--- src/rtl/fetch_pkg.sv ---
`default_nettype none
// ============================================================================
//  Module      : fetch_pkg
//  Description : Shared definitions for the instruction fetch unit: FSM state
//                encoding and default values for the address width, the
//                instruction width and the reset PC.
//  Revision    : 1.0 - initial release
// ============================================================================
package fetch_pkg;

    localparam int unsigned c_DEFAULT_AW       = 8;
    localparam int unsigned c_DEFAULT_IW       = 16;
    localparam int unsigned c_DEFAULT_RESET_PC = 0;

    // FETCH: a read request is outstanding at pc.
    // ISSUE: ibuf holds a word waiting to be handed downstream.
    typedef enum logic [0:0] {
        FETCH = 1'b0,
        ISSUE = 1'b1
    } state_t;

endpackage
`default_nettype wire

--- src/rtl/fetch_if.sv ---
`default_nettype none
// ============================================================================
//  Module      : fetch_if
//  Description : Instruction-memory read bus between the fetch unit and the
//                instruction memory.
//                  mem_req   - read request (fetch side drives)
//                  mem_addr  - read address (fetch side drives)
//                  mem_ack   - read data valid this cycle (memory drives)
//                  mem_rdata - instruction word (memory drives)
//                Modport master = fetch unit, slave = memory.
//  Revision    : 1.0 - initial release
// ============================================================================
interface fetch_if
    import fetch_pkg::*;
#(
    parameter int unsigned AW = c_DEFAULT_AW,
    parameter int unsigned IW = c_DEFAULT_IW
);

    logic          mem_req;
    logic [AW-1:0] mem_addr;
    logic          mem_ack;
    logic [IW-1:0] mem_rdata;

    modport master (
        output mem_req,
        output mem_addr,
        input  mem_ack,
        input  mem_rdata
    );

    modport slave (
        input  mem_req,
        input  mem_addr,
        output mem_ack,
        output mem_rdata
    );

endinterface
`default_nettype wire

--- src/rtl/pc_reg.sv ---
`default_nettype none
// ============================================================================
//  Module      : pc_reg
//  Description : AW-bit program counter. Synchronous reset to RESET_PC; a load
//                takes priority over an increment; the increment wraps modulo
//                2^AW.
//                  clk, reset    - clock, synchronous active-high reset
//                  i_load        - load i_load_addr on the next edge
//                  i_load_addr   - address to load
//                  i_inc         - increment on the next edge
//                  o_pc          - current PC
//  Revision    : 1.0 - initial release
// ============================================================================
module pc_reg
    import fetch_pkg::*;
#(
    parameter int unsigned AW       = c_DEFAULT_AW,
    parameter int unsigned RESET_PC = c_DEFAULT_RESET_PC
) (
    input  wire logic          clk,
    input  wire logic          reset,
    input  wire logic          i_load,
    input  wire logic [AW-1:0] i_load_addr,
    input  wire logic          i_inc,
    output logic      [AW-1:0] o_pc
);

    localparam logic [AW-1:0] c_RESET_PC = AW'(RESET_PC);
    localparam logic [AW-1:0] c_ONE      = AW'(1);

    logic [AW-1:0] r_pc;

    always_ff @(posedge clk) begin
        if (reset) begin
            r_pc <= c_RESET_PC;
        end else if (i_load) begin
            r_pc <= i_load_addr;
        end else if (i_inc) begin
            r_pc <= r_pc + c_ONE;
        end
    end

    assign o_pc = r_pc;

endmodule
`default_nettype wire

--- src/rtl/fetch_unit.sv ---
`default_nettype none
// ============================================================================
//  Module      : fetch_unit
//  Description : Two-state instruction fetch unit. Requests a word at pc,
//                buffers it in ibuf, then issues it downstream with a one-cycle
//                ir_en pulse. Branches override acks and stalls; reset
//                overrides everything.
//                  clk, reset  - clock, synchronous active-high reset
//                  mem         - instruction memory read bus (master side)
//                  stall       - downstream cannot accept this cycle
//                  br_taken    - redirect request
//                  br_target   - redirect address
//                  ir_en       - one-cycle load enable for the IR
//                  ir_data     - buffered instruction (always ibuf)
//                  pc          - current fetch address
//                  icount      - issued-instruction count, wraps at 2^16
//  Revision    : 1.0 - initial release
// ============================================================================
module fetch_unit
    import fetch_pkg::*;
#(
    parameter int unsigned AW       = c_DEFAULT_AW,
    parameter int unsigned IW       = c_DEFAULT_IW,
    parameter int unsigned RESET_PC = c_DEFAULT_RESET_PC
) (
    input  wire logic          clk,
    input  wire logic          reset,
    fetch_if.master            mem,
    input  wire logic          stall,
    input  wire logic          br_taken,
    input  wire logic [AW-1:0] br_target,
    output logic               ir_en,
    output logic      [IW-1:0] ir_data,
    output logic      [AW-1:0] pc,
    output logic      [15:0]   icount
);

    state_t        r_state;
    state_t        w_state_nxt;
    logic [IW-1:0] r_ibuf;
    logic [15:0]   r_icount;
    logic          w_mem_req;
    logic          w_ir_en;
    logic          w_fetch_done;

    // ------------------------------------------------------------------
    // State register
    // ------------------------------------------------------------------
    always_ff @(posedge clk) begin
        if (reset) begin
            r_state <= FETCH;
        end else begin
            r_state <= w_state_nxt;
        end
    end

    // ------------------------------------------------------------------
    // Next state and outputs. A branch always returns to FETCH and blocks
    // both the fetch completion and the issue pulse. mem_ack is only looked
    // at in FETCH, so an ack arriving while no request is out is ignored.
    // ------------------------------------------------------------------
    always_comb begin
        w_state_nxt  = r_state;
        w_mem_req    = 1'b0;
        w_ir_en      = 1'b0;
        w_fetch_done = 1'b0;

        case (r_state)
            FETCH: begin
                w_mem_req = 1'b1;
                if (br_taken) begin
                    w_state_nxt = FETCH;
                end else if (mem.mem_ack) begin
                    w_fetch_done = 1'b1;
                    w_state_nxt  = ISSUE;
                end
            end
            ISSUE: begin
                if (br_taken) begin
                    w_state_nxt = FETCH;
                end else if (!stall) begin
                    w_ir_en     = 1'b1;
                    w_state_nxt = FETCH;
                end
            end
            default: begin
                w_state_nxt = FETCH;
            end
        endcase

        // Reset gates the request and the issue pulse in the same cycle.
        if (reset) begin
            w_mem_req    = 1'b0;
            w_ir_en      = 1'b0;
            w_fetch_done = 1'b0;
        end
    end

    // ------------------------------------------------------------------
    // Instruction buffer and issue counter
    // ------------------------------------------------------------------
    always_ff @(posedge clk) begin
        if (reset) begin
            r_ibuf   <= '0;
            r_icount <= '0;
        end else begin
            if (w_fetch_done) begin
                r_ibuf <= mem.mem_rdata;
            end
            if (w_ir_en) begin
                r_icount <= r_icount + 16'd1;
            end
        end
    end

    // ------------------------------------------------------------------
    // Program counter
    // ------------------------------------------------------------------
    pc_reg #(
        .AW       (AW),
        .RESET_PC (RESET_PC)
    ) u_pc_reg (
        .clk         (clk),
        .reset       (reset),
        .i_load      (br_taken),
        .i_load_addr (br_target),
        .i_inc       (w_fetch_done),
        .o_pc        (pc)
    );

    assign mem.mem_req  = w_mem_req;
    assign mem.mem_addr = pc;
    assign ir_en        = w_ir_en;
    assign ir_data      = r_ibuf;
    assign icount       = r_icount;

endmodule
`default_nettype wire

--- src/flat_wrapper.sv ---
// flat-port wrapper written by rule: the top's interface ports become plain ports
module fetch_unit_flat import fetch_pkg::*;
#(
    parameter int unsigned AW       = c_DEFAULT_AW,
    parameter int unsigned IW       = c_DEFAULT_IW,
    parameter int unsigned RESET_PC = c_DEFAULT_RESET_PC
)
  (clk, reset, stall, br_taken, br_target, ir_en, ir_data, pc, icount, mem_mem_req, mem_mem_addr, mem_mem_ack, mem_mem_rdata);
  fetch_if #(.AW(AW), .IW(IW)) mem_i ();
  input  wire logic clk;
  input  wire logic reset;
  input  wire logic stall;
  input  wire logic br_taken;
  input  wire logic [AW-1:0] br_target;
  output logic ir_en;
  output logic      [IW-1:0] ir_data;
  output logic      [AW-1:0] pc;
  output logic      [15:0] icount;
  output wire logic [$bits(mem_i.mem_req)-1:0] mem_mem_req;
  output wire logic [$bits(mem_i.mem_addr)-1:0] mem_mem_addr;
  input wire logic [$bits(mem_i.mem_ack)-1:0] mem_mem_ack;
  input wire logic [$bits(mem_i.mem_rdata)-1:0] mem_mem_rdata;
  assign mem_mem_req = mem_i.mem_req;
  assign mem_mem_addr = mem_i.mem_addr;
  assign mem_i.mem_ack = mem_mem_ack;
  assign mem_i.mem_rdata = mem_mem_rdata;
  fetch_unit #(.AW(AW), .IW(IW), .RESET_PC(RESET_PC)) u_core (.clk(clk), .reset(reset), .mem(mem_i), .stall(stall), .br_taken(br_taken), .br_target(br_target), .ir_en(ir_en), .ir_data(ir_data), .pc(pc), .icount(icount));
endmodule
--- config.mk ---
export PLATFORM = sky130hd
export DESIGN_NAME = fetch_unit_flat
export DESIGN_NICKNAME = d
export VERILOG_FILES = /design/src/rtl/fetch_pkg.sv /design/src/rtl/fetch_if.sv /design/src/rtl/pc_reg.sv /design/src/rtl/fetch_unit.sv /design/src/flat_wrapper.sv
export SDC_FILE = /design/constraint.sdc
export NUM_CORES = 1
export LEC_CHECK = 0
export CAP_MARGIN = 15
export CORE_MARGIN = 2
export CORE_UTILIZATION = 30
export CTS_BUF_LIST = sky130_fd_sc_hd__clkbuf_2 sky130_fd_sc_hd__clkbuf_4 sky130_fd_sc_hd__clkbuf_8
export CTS_CLUSTER_DIAMETER = 150
export CTS_CLUSTER_SIZE = 8
export DETAILED_ROUTE_END_ITERATION = 8
export DONT_BUFFER_PORTS = 1
export PLACE_DENSITY = 0.46
export SYNTH_ARGS = -nofsm -noshare
export SYNTH_HDL_FRONTEND = slang
export SYNTH_SLANG_ARGS = --single-unit
--- constraint.sdc ---
create_clock -name clk -period 2.41 [get_ports clk]
set_input_delay 0.6025 -clock clk [delete_from_list [all_inputs] [get_ports clk]]
set_output_delay 0.6025 -clock clk [all_outputs]
set_load 0.03 [all_outputs]
==> summary.md, run 1 <==
| Metric | Value |
|---|---|
| Worst setup EP type | output port |
| Reg2reg start | u_core.r_state$_SDFF_PP0_ |
| # fillers | 631 |
| IO buf count | 0 |
| Overflow after GRT | 0 |
| Mapped Area | roughly 0.0018 mm2 |
| Syn nets | 252 |
| Sequential area share after synthesis | 44.6% |
| WL final | 4180 um |
| Unique masters post-synth | 32 |
| Max-cap viol count | 0 |
| Hold WS | 363 ps |
| Gpl congestion | 0.704 |
| Clock tree root buffer cell | clkbuf_8 |
| Register cell area after layout | around 820 um2 |
| Min-delay src | reset |
| WL/cell | 13.6 um |
| Layout area overhead | 14.3% |
| Vias per std cell | between 4 and 5 |
| Initial antenna violation count | 0 |
| CTS buffer count | 5 |
| Via count | ~1400 |
| Leakage | 0.805 nW |
| Cell family with most CP delay | simple AND/OR/NAND/NOR gates |
| CP Class | flop to output port |
| Synth warn | 0 |
| Combinational Power Share | 8.5% |
| Worst path cell trace | or4b_4, buf_4, inv_1 |
| CP max FO | 10 |
| DPL Wire Length | 3020 um |
| Maximum operating frequency | 445 MHz |
| Final hold vios | 0 |
| Setup Skew | 9.27 ps |
| Iter 0 DRT Violations | 52 |
| Required arrival time at the worst endpoint | approximately 1800 ps |
| Worst-Skew Late Latency | 300 ps |
| Gr usage total | 12.7% |
| Die width | 82.4 um |
| Slowest cell on the critical path | or4b_4 |
| Antenna cells | 0 |
| Cts repair resizes | 0 |
| VDD IR max | 0.328 mV |
| Postcts setup bufs | 0 |
| Final Cycle Share | approximately 93% |
| Number of synthesized register bits | 41 |
| Clock sink count | 41 |
| Crit. Startpoint | u_core.r_state$_SDFF_PP0_ |
| Clock share of power | 41.0% |
| Run status | finished, final reports clean |
| First-pass GRT wire length | roughly 6600 um |
| Launching element type of the critical path | flop |
| Initial Utilization | 31.1% |
| Row count | 28 |
| Power per cell area | 698 mW/mm2 |
| Pre-Repair DR Iteration Count | 3 |
| RSZ-0062 raised after global routing | false |
| Max incr delay on CP | between 400 and 500 ps |
| Clock period minus worst slack | 2250 ps |
| Multi-input logic area | 876 um2 |
| # setup viols final | 0 |
| Layout cells sized above 1 | 16.4% |
| Drt drc | 0 |
| Hold-fix buffers, CTS | 0 |
| Int Pwr | 1.09 mW |
| # nets final | 262 |
| Sequential Power Share | between 50% and 60% |
| Worst-Margin Slew | 630 ps |
| Critical Path AT | 1640 ps |
| Setup TNS | 0 ps |
| DP Area | about 0.002 mm2 |
| H-tree depth | 2 |
| Post-Synthesis Cells | between 200 and 250 |
| Pin count of the biggest net entering global routing | 46 |
| Relative slew slack | between 50% and 60% |
| Die area | 0.00678 mm2 |
| Clock-pin transition on the worst setup and hold timing paths | around 90 ps |
| Design area | 0.00211 mm2 |
| Max Transition Viols Final | 0 |
| Core area | 0.00592 mm2 |
| Most frequent cells in the layout | nand2_1, dfxtp_1, a21oi_1, buf_4, nor2_1 |
| Top-level I/O count | 79 |
| Avg Inst Size Synth | 8.33 um2 |
| ANT nets after route | 0 |
| CTS tree | built |
| Switching share of power | about a quarter |
| Vias in the first global route | 1378 |
| Chip height | 82.4 um |
| Hold WC Path Type | primary input to flop |
| Switching power | 376 uW |
| Worst path bufs/invs | 2 |
| Max Root-Sink Buffers | 2 |
==> layer usage <==
metal	up-vias	share of wire (%)	track usage, %
li1	745	-	-
met3	7	7.9	4.78
met2	37	47	20.4
met4	0	1.7	5.00
met5	-	0	0
met1	634	43	15.4
==> state kept, by name, summed over array words and instances, names as in the netlist <==
| signal | cells |
|---|---|
| u_core.icount | 16 |
| u_core.ir_data | 16 |
| u_core.u_pc_reg.o_pc | 8 |
| u_core.r_state | 1 |
==> layout make-up <==
class	count	share of cell area, %
clock buffer	7	4.28
clock inverter	1	1.43
inverter	8	1.43
multi-input combinational	153	41.6
sequential	41	39.0
tap	75	4.46
timing repair buffer	22	7.84
==> worst register-to-register path: cells and delay by family, from the launching register on <==
| kind | cells | cell delay [ps] |
|---|---|---|
| flops | 1 | 400 |
| simple gates | 3 | 1260 |
| buf+inv | 1 | 180 |
| compound gates | 1 | 140 |
==> cell usage after synthesis (all sizes together) <==
cell type,number,area [um2]
dfxtp,41,821
nand2,41,154
a21oi,24,120
nor2,19,71.3
xnor2,13,114
buf,11,87.6
clkbuf,8,30.0
inv,8,30.0
nand4,7,43.8
nand3,6,30.0
o21a,5,37.5
xor2,4,35.0
mux2,3,33.8
mux2i,3,30.0
nor3,3,15.0
nor4,3,18.8
o21ai,3,15.0
or3,3,18.8
ha,2,25.0
nand3b,2,15.0
nor2b,2,12.5
or2,2,12.5
or4,2,18.8
a211oi,1,7.51
and3,1,6.26
and4b,1,10.0
nand2b,1,6.26
or3b,1,8.76
or4b,1,13.8
==> power by group through the flow <==
stage	registers [mW]	logic (mW)	clock network, mW
final	0.743	0.125	0.602
after global routing	0.747	0.138	0.633
after CTS	0.744	0.128	0.617
after detailed placement	0.760	0.127	0
after global placement	0.759	0.126	0
after floorplan	0.778	0.106	0
==> cell families (layout without fill, tap and decap cells) <==
kind of cell               count (synthesis)  after routing  synth area share [%]
xor gates and xnor gates                  17             17                  8.08
muxes                                      6              6                  3.46
DFF                                       41             41                  44.6
and+or+nand+nor                           95             95                  24.7
buffers and inverters                     27             38                  8.02
adders and majority gates                  2              2                  1.36
AOI/OAI and AO/OA                         33             33                  9.78
==> through the flow <==
stage | utilization [%] | total power [mW] | setup WS (ps) | cells
6_report | 35.6 | 1.47 | 163 | 307
5_1_grt | 35.6 | 1.52 | 81.2 | 307
4_1_cts | 35.6 | 1.49 | 157 | 307
3_5_place_dp | 33.5 | 0.887 | 106 | 299
3_3_place_gp | 33.5 | 0.885 | 112 | 299
2_1_floorplan | - | 0.884 | 5.20 | 221
==> path summary, 6_finish.rpt <==
kind / slack [ps] / cells past startpoint / endpoint
setup / recovery: 160 / 3 / ir_en
setup reg to reg: 360 / 5 / u_core.icount[13]$_SDFFE_PP0P_
hold reg to reg: 510 / 2 / u_core.r_state$_SDFF_PP0_
hold / removal: 360 / 1 / u_core.ir_data[0]$_SDFFE_PP0P_
Note: power is estimated with default switching activity, not from simulation.
==> run 2: changes to the inputs <==
==> constraint.sdc (replaced) <==
create_clock -name clk -period 2.41 [get_ports clk]
set_input_delay 0.6025 -clock clk [delete_from_list [all_inputs] [get_ports clk]]
set_output_delay 0.6025 -clock clk [all_outputs]
set_load 0.1 [all_outputs]
==> summary.md, run 2 (synthesized netlist as in run 1, its figures left out) <==
| Metric | Value |
|---|---|
| CP endpoint | ir_en |
| Run status | finished, final reports clean |
| Gr usage total | between 10% and 20% |
| Design area | 0.00232 mm2 |
| Final Cycle Share | 90.3% |
| Drt drc | 0 |
| RSZ-0062 raised after global routing | false |
| Hold WC Path Type | primary input to flop |
| CTS tree | built |
| WL/cell | 13.2 um |
| Clock tree root buffer cell | clkbuf_8 |
| CP Class | primary input to output port |
| Max Root-Sink Buffers | 2 |
| First-pass GRT wire length | ~6500 um |
| R2R cell count | 4 |
| Min-delay src | reset |
| # setup viols final | 0 |
| Pin count of the biggest net entering global routing | 46 |
| Relative slew slack | 61.1% |
| Commonest non-fill, non-tap cell in the layout | buf_4 |
| Combinational Power Share | 23.3% |
| Layout area overhead | 25.9% |
| Max Transition Viols Final | 0 |
| IO buf count | 0 |
| Clock period minus worst slack | between 2000 and 2500 ps |
| Clock-pin transition on the worst setup and hold timing paths | 70 ps |
| Maximum operating frequency | 459 MHz |
| Initial Utilization | slightly above 30% |
| Clock sink count | between 40 and 50 |
| Layout cells sized above 1 | between 20 and 30% |
| Initial antenna violation count | 0 |
| Overflow after GRT | 0 |
| Required arrival time at the worst endpoint | 1810 ps |
| Cts repair resizes | 0 |
| Gpl congestion | 0.714 |
| Crit. Startpoint | br_taken |
| Vias per std cell | 4.63 |
| Pre-Repair DR Iteration Count | 3 |
| Vias in the first global route | 1407 |
| # nets final | 287 |
| Final core occ | 39.2% |
| Int Pwr | 1.03 mW |
| Leakage | between 0.9 and 1 nW |
| Iter 0 DRT Violations | 46 |
| Setup Skew | 3.69 ps |
| Power per cell area | roughly 670 mW/mm2 |
| Reg2reg start | u_core.r_state$_SDFF_PP0_ |
| Antenna cells | 0 |
| Setup TNS | 0 ps |
| WL final | roughly 4400 um |
| Row count | 28 |
| Postcts setup bufs | 0 |
| Most frequent cells in the layout | buf_4, nand2_1, dfxtp_1, a21oi_1, nor2_1 |
| Flop2flop setup slack | around 400 ps |
| Die width | 82.4 um |
| H-tree depth | 2 |
| Core area | 0.00592 mm2 |
| Worst-Margin Slew | 583 ps |
| Fin worst setup slack | roughly 230 ps |
| Final hold vios | 0 |
| Chip height | 82.4 um |
| DPL Wire Length | 3210 um |
| R2r endpoint | u_core.icount[12]$_SDFFE_PP0P_ |
| Launching element type of the critical path | primary input |
| Clock share of power | 31.1% |
| Via count | 1537 |
| Switching share of power | roughly a third |
| Switching power | 533 uW |
| CTS buffer count | 5 |
| Post-place setup slack | ~62 ps |
| Top-level I/O count | 79 |
| VDD IR max | 0.238 mV |
| Max-cap viol count | 0 |
| Hold-fix buffers, CTS | 0 |
| Worst-Skew Late Latency | 280 ps |
| Worst setup EP type | output port |
| Critical Path AT | 1570 ps |
| ANT nets after route | 0 |
| Sequential Power Share | 45.6% |
| Pwr Total | 1.56 mW |
| CP max FO | 17 |
| Die area | 0.00678 mm2 |
| DP Area | roughly 0.0022 mm2 |
## run 2: cell types whose count changed in the layout (fill, tap and decap cells not counted), moves of 2 or more
cell,before,now
buf_4,22,45
dfxtp_1,41,29
dfxtp_2,0,12
buf_12,0,2
## run 2: through the flow
stage	instances	hold WS (ps)
after global routing	332	350
after global placement	324	438
after detailed placement	324	443
final	332	373
after floorplan	221	487
after CTS	332	358
## run 2: power by group through the flow
stage	sequential [mW]	combinational [mW]	clock, mW
after floorplan	0.895	0.166	0
after global placement	0.729	0.366	0
after detailed placement	0.729	0.366	0
after CTS	0.714	0.367	0.514
after global routing	0.717	0.380	0.536
final	0.713	0.364	0.486
## run 2: worst min-delay path by stage
stage	end	slack, ps	depth (start not counted)
6_report	u_core.icount[6]$_SDFFE_PP0P_	370	1
4_1_cts	u_core.icount[6]$_SDFFE_PP0P_	360	1
5_1_grt	u_core.icount[6]$_SDFFE_PP0P_	350	1
3_5_place_dp	u_core.ir_data[1]$_SDFFE_PP0P_	440	2
3_3_place_gp	u_core.ir_data[4]$_SDFFE_PP0P_	440	2
2_1_floorplan	u_core.r_state$_SDFF_PP0_	490	2
## run 2: per-layer routing
metal  up-vias  routed length, um  global-route usage, %
met3         2                347                   5.33
met5         -                  0                      0
met2        35               2090                   20.1
met4         0                 19                   3.50
li1        802                  -                      -
met1       698               1910                   14.9
## run 2: critical path, stage by stage
cell        delay [ps]
or4b_4             520
buf_4              190
clkinvlp_4          80
buf_12             170
## run 2: final cells by class
| class | instances | area (um2) |
|---|---|---|
| inverters | 8 | 33.8 |
| clock inverters | 1 | 5.00 |
| multi-input cells | 153 | 876 |
| clock buffers | 7 | 96.3 |
| well taps | 75 | 93.8 |
| fillers | 617 | 3600 |
| repair buffers | 47 | 378 |
| flip-flops and latches | 41 | 836 |
==> run 3: changes to the inputs <==
--- a/config.mk
+++ b/config.mk
@@ -5,8 +5,9 @@
 export SDC_FILE = /design/constraint.sdc
 export NUM_CORES = 1
 export LEC_CHECK = 0
+export ABC_AREA = 1
 export CAP_MARGIN = 15
-export CORE_MARGIN = 2
+export CORE_MARGIN = 4
 export CORE_UTILIZATION = 30
 export CTS_BUF_LIST = sky130_fd_sc_hd__clkbuf_2 sky130_fd_sc_hd__clkbuf_4 sky130_fd_sc_hd__clkbuf_8
 export CTS_CLUSTER_DIAMETER = 150
==> summary.md, run 3 <==
| Metric | Value |
|---|---|
| IO buf count | 0 |
| Sequential area share after synthesis | 40.8% |
| Worst-Skew Late Latency | ~300 ps |
| Initial Utilization | a little under a third |
| ANT nets after route | 0 |
| Final Cycle Share | 80.4% |
| H-tree depth | 2 |
| WL/cell | between 10 and 15 um |
| Max-cap viol count | 0 |
| Final hold vios | 0 |
| Drt drc | 0 |
| Top post-synthesis cells by area | dfxtp_1, nand2_1, nor2_1, a21oi_1, inv_1 |
| Clock share of power | 34.6% |
| DP Area | 0.00235 mm2 |
| Synth area leader | dfxtp_1 |
| Antenna cells | 0 |
| Ys async rst share | 0% |
| First-pass GRT wire length | 8770 um |
| Gr usage total | 13.2% |
| Hold WC Path Type | primary input to flop |
| Sequential Power Share | 43.0% |
| Initial antenna violation count | 0 |
| Combinational Power Share | 22.4% |
| Iter 0 DRT Violations | between 70 and 80 |
| Max Transition Viols Final | 0 |
| Hold-fix buffers, CTS | 0 |
| Unique masters post-synth | 29 |
| Pin count of the biggest net entering global routing | 27 |
| Layout cells sized above 1 | 23.7% |
| WL final | 5190 um |
| Die width | 89.8 um |
| Overflow after GRT | 0 |
| Postcts setup bufs | 0 |
| VDD IR max | 0.360 mV |
| Most frequent cell after synthesis | nand2_1 |
| Vias per std cell | about 4.7 |
| Clock-pin transition on the worst setup and hold timing paths | 90 ps |
| CP max FO | 5 |
| Clock sink count | 41 |
| Setup TNS | 0 ps |
| Power per cell area | 673 mW/mm2 |
| Vias in the first global route | 1741 |
| Pre-Repair DR Iteration Count | 4 |
| CTS tree | built |
| Row count | 29 |
| Synth warn | 0 |
| Critical Path AT | approximately 1300 ps |
| Mapped Area | about 0.0020 mm2 |
| Int Pwr | 1.08 mW |
| Switching share of power | 35.1% |
| Avg Inst Size Synth | 7.25 um2 |
| Register cell area after layout | 831 um2 |
| Post-Synthesis Cells | around 280 |
| Design area | between 0.002 and 0.0025 mm2 |
| # fillers | 693 |
| Synth cell count leaders | nand2_1, dfxtp_1, nor2_1 |
| Top-level I/O count | 79 |
| Die area | 0.00807 mm2 |
| Most frequent cells in the layout | nand2_1, buf_4, nor2_1, dfxtp_1, inv_1 |
| Required arrival time at the worst endpoint | 1810 ps |
| Pwr Total | 1.66 mW |
| Worst setup EP type | output port |
| Commonest non-fill, non-tap cell in the layout | nand2_1 |
| Run status | finished, final reports clean |
| Core area | 0.00642 mm2 |
| CTS buffer count | 5 |
| Number of synthesized register bits | 41 |
| Hold WS | 358 ps |
| Clock tree root buffer cell | clkbuf_8 |
| Multi-input logic area | 981 um2 |
| Layout area overhead | 22.9% |
| Main synth FF type | dfxtp_1 |
| DPL Wire Length | 3780 um |
| Leakage | approximately 1.1 nW |
| Chip height | 89.8 um |
| # setup viols final | 0 |
| Maximum operating frequency | slightly above 500 MHz |
| RSZ-0062 raised after global routing | false |
| Cts repair resizes | 0 |
| Launching element type of the critical path | flop |
| Via count | 1809 |
| Number of enable flip-flop cells after synthesis | 0 |
| Gpl congestion | roughly 0.77 |
| # nets final | 342 |
| Yosys top cell area share | 40.8% |
| CP Class | flop to output port |
| Syn nets | 308 |
| Worst-Margin Slew | 564 ps |
| Clock period minus worst slack | 1940 ps |
| Max Root-Sink Buffers | 2 |
| Setup Skew | between 10 and 15 ps |
| Relative slew slack | between 60 and 70% |
| Switching power | 583 uW |
-- run 3: cell count changes in the layout (fill, tap and decap cells not counted), sizes merged, moves of 3 or more --
cell and delta:
buf -4, inv +19, mux2 -3, mux2i -3
nand2 +40, nand3 +7, nor2 +21, nor4 -3
o21a -5, o21ai +11, or3 -3, xnor2 -13
xor2 +3
-- run 3: logic make-up (layout without fill, tap and decap cells) --
family / after synthesis / after routing / share of synthesized area [%]
buffers and inverters: 42 / 77 / 10.5
DFF: 41 / 41 / 40.8
and+or+nand+nor: 143 / 143 / 33.4
AOI/OAI and AO/OA: 42 / 42 / 11.0
xor gates and xnor gates: 7 / 7 / 3.05
adders and majority gates: 2 / 2 / 1.25
-- run 3: worst paths after layout --
| path | startpoint | endpoint | slack, ps | cells past startpoint |
|---|---|---|---|---|
| worst max-delay path | u_core.r_state$_SDFF_PP0_ | ir_en | 470 | 5 |
| worst min-delay path | reset | u_core.ir_data[5]$_SDFFE_PP0P_ | 360 | 1 |
| worst max register to register | u_core.r_state$_SDFF_PP0_ | u_core.u_pc_reg.o_pc[0]$_SDFFE_PP0P_ | 800 | 10 |
| worst min register to register | u_core.u_pc_reg.o_pc[1]$_SDFFE_PP0P_ | u_core.u_pc_reg.o_pc[1]$_SDFFE_PP0P_ | 490 | 2 |
-- run 3: stage by stage --
step / instances / setup WS, ps / utilization, %
2_1_floorplan: 277 / 70.7 / -
3_3_place_gp: 381 / 570 / 36.6
3_5_place_dp: 381 / 559 / 36.6
4_1_cts: 389 / 456 / 38.4
5_1_grt: 389 / 378 / 38.4
6_report: 389 / 473 / 38.4
-- run 3: power groups by stage --
stage | Sequential (mW) | Combinational, mW | Clock (mW)
detailed placement | 0.730 | 0.374 | 0
global route | 0.717 | 0.391 | 0.630
floorplan | 0.895 | 0.168 | 0
global placement | 0.730 | 0.372 | 0
finish | 0.714 | 0.372 | 0.575
CTS | 0.714 | 0.374 | 0.598
-- run 3: cell type report --
type,instances,share of cell area (%)
Multi-Input combinational cell,194,39.7
Clock inverter,3,1.88
Tap cell,77,3.90
Inverter,26,3.95
Clock buffer,5,2.79
Timing Repair Buffer,43,14.1
Sequential cell,41,33.7
-- run 3: routing by layer --
| layer | wire [um] | up-vias | global-route usage, % |
|---|---|---|---|
| met5 | 0 | - | 0 |
| met4 | 65 | 0 | 4.73 |
| met3 | 296 | 5 | 3.76 |
| met2 | 2330 | 51 | 20.0 |
| met1 | 2490 | 809 | 18.0 |
| li1 | - | 944 | - |
-- run 3: critical path, stage by stage, from the launching register on --
cell	delay, ps
dfxtp_1	360
inv_2	90
nor2_8	160
nand2_4	80
inv_1	60
buf_4	290
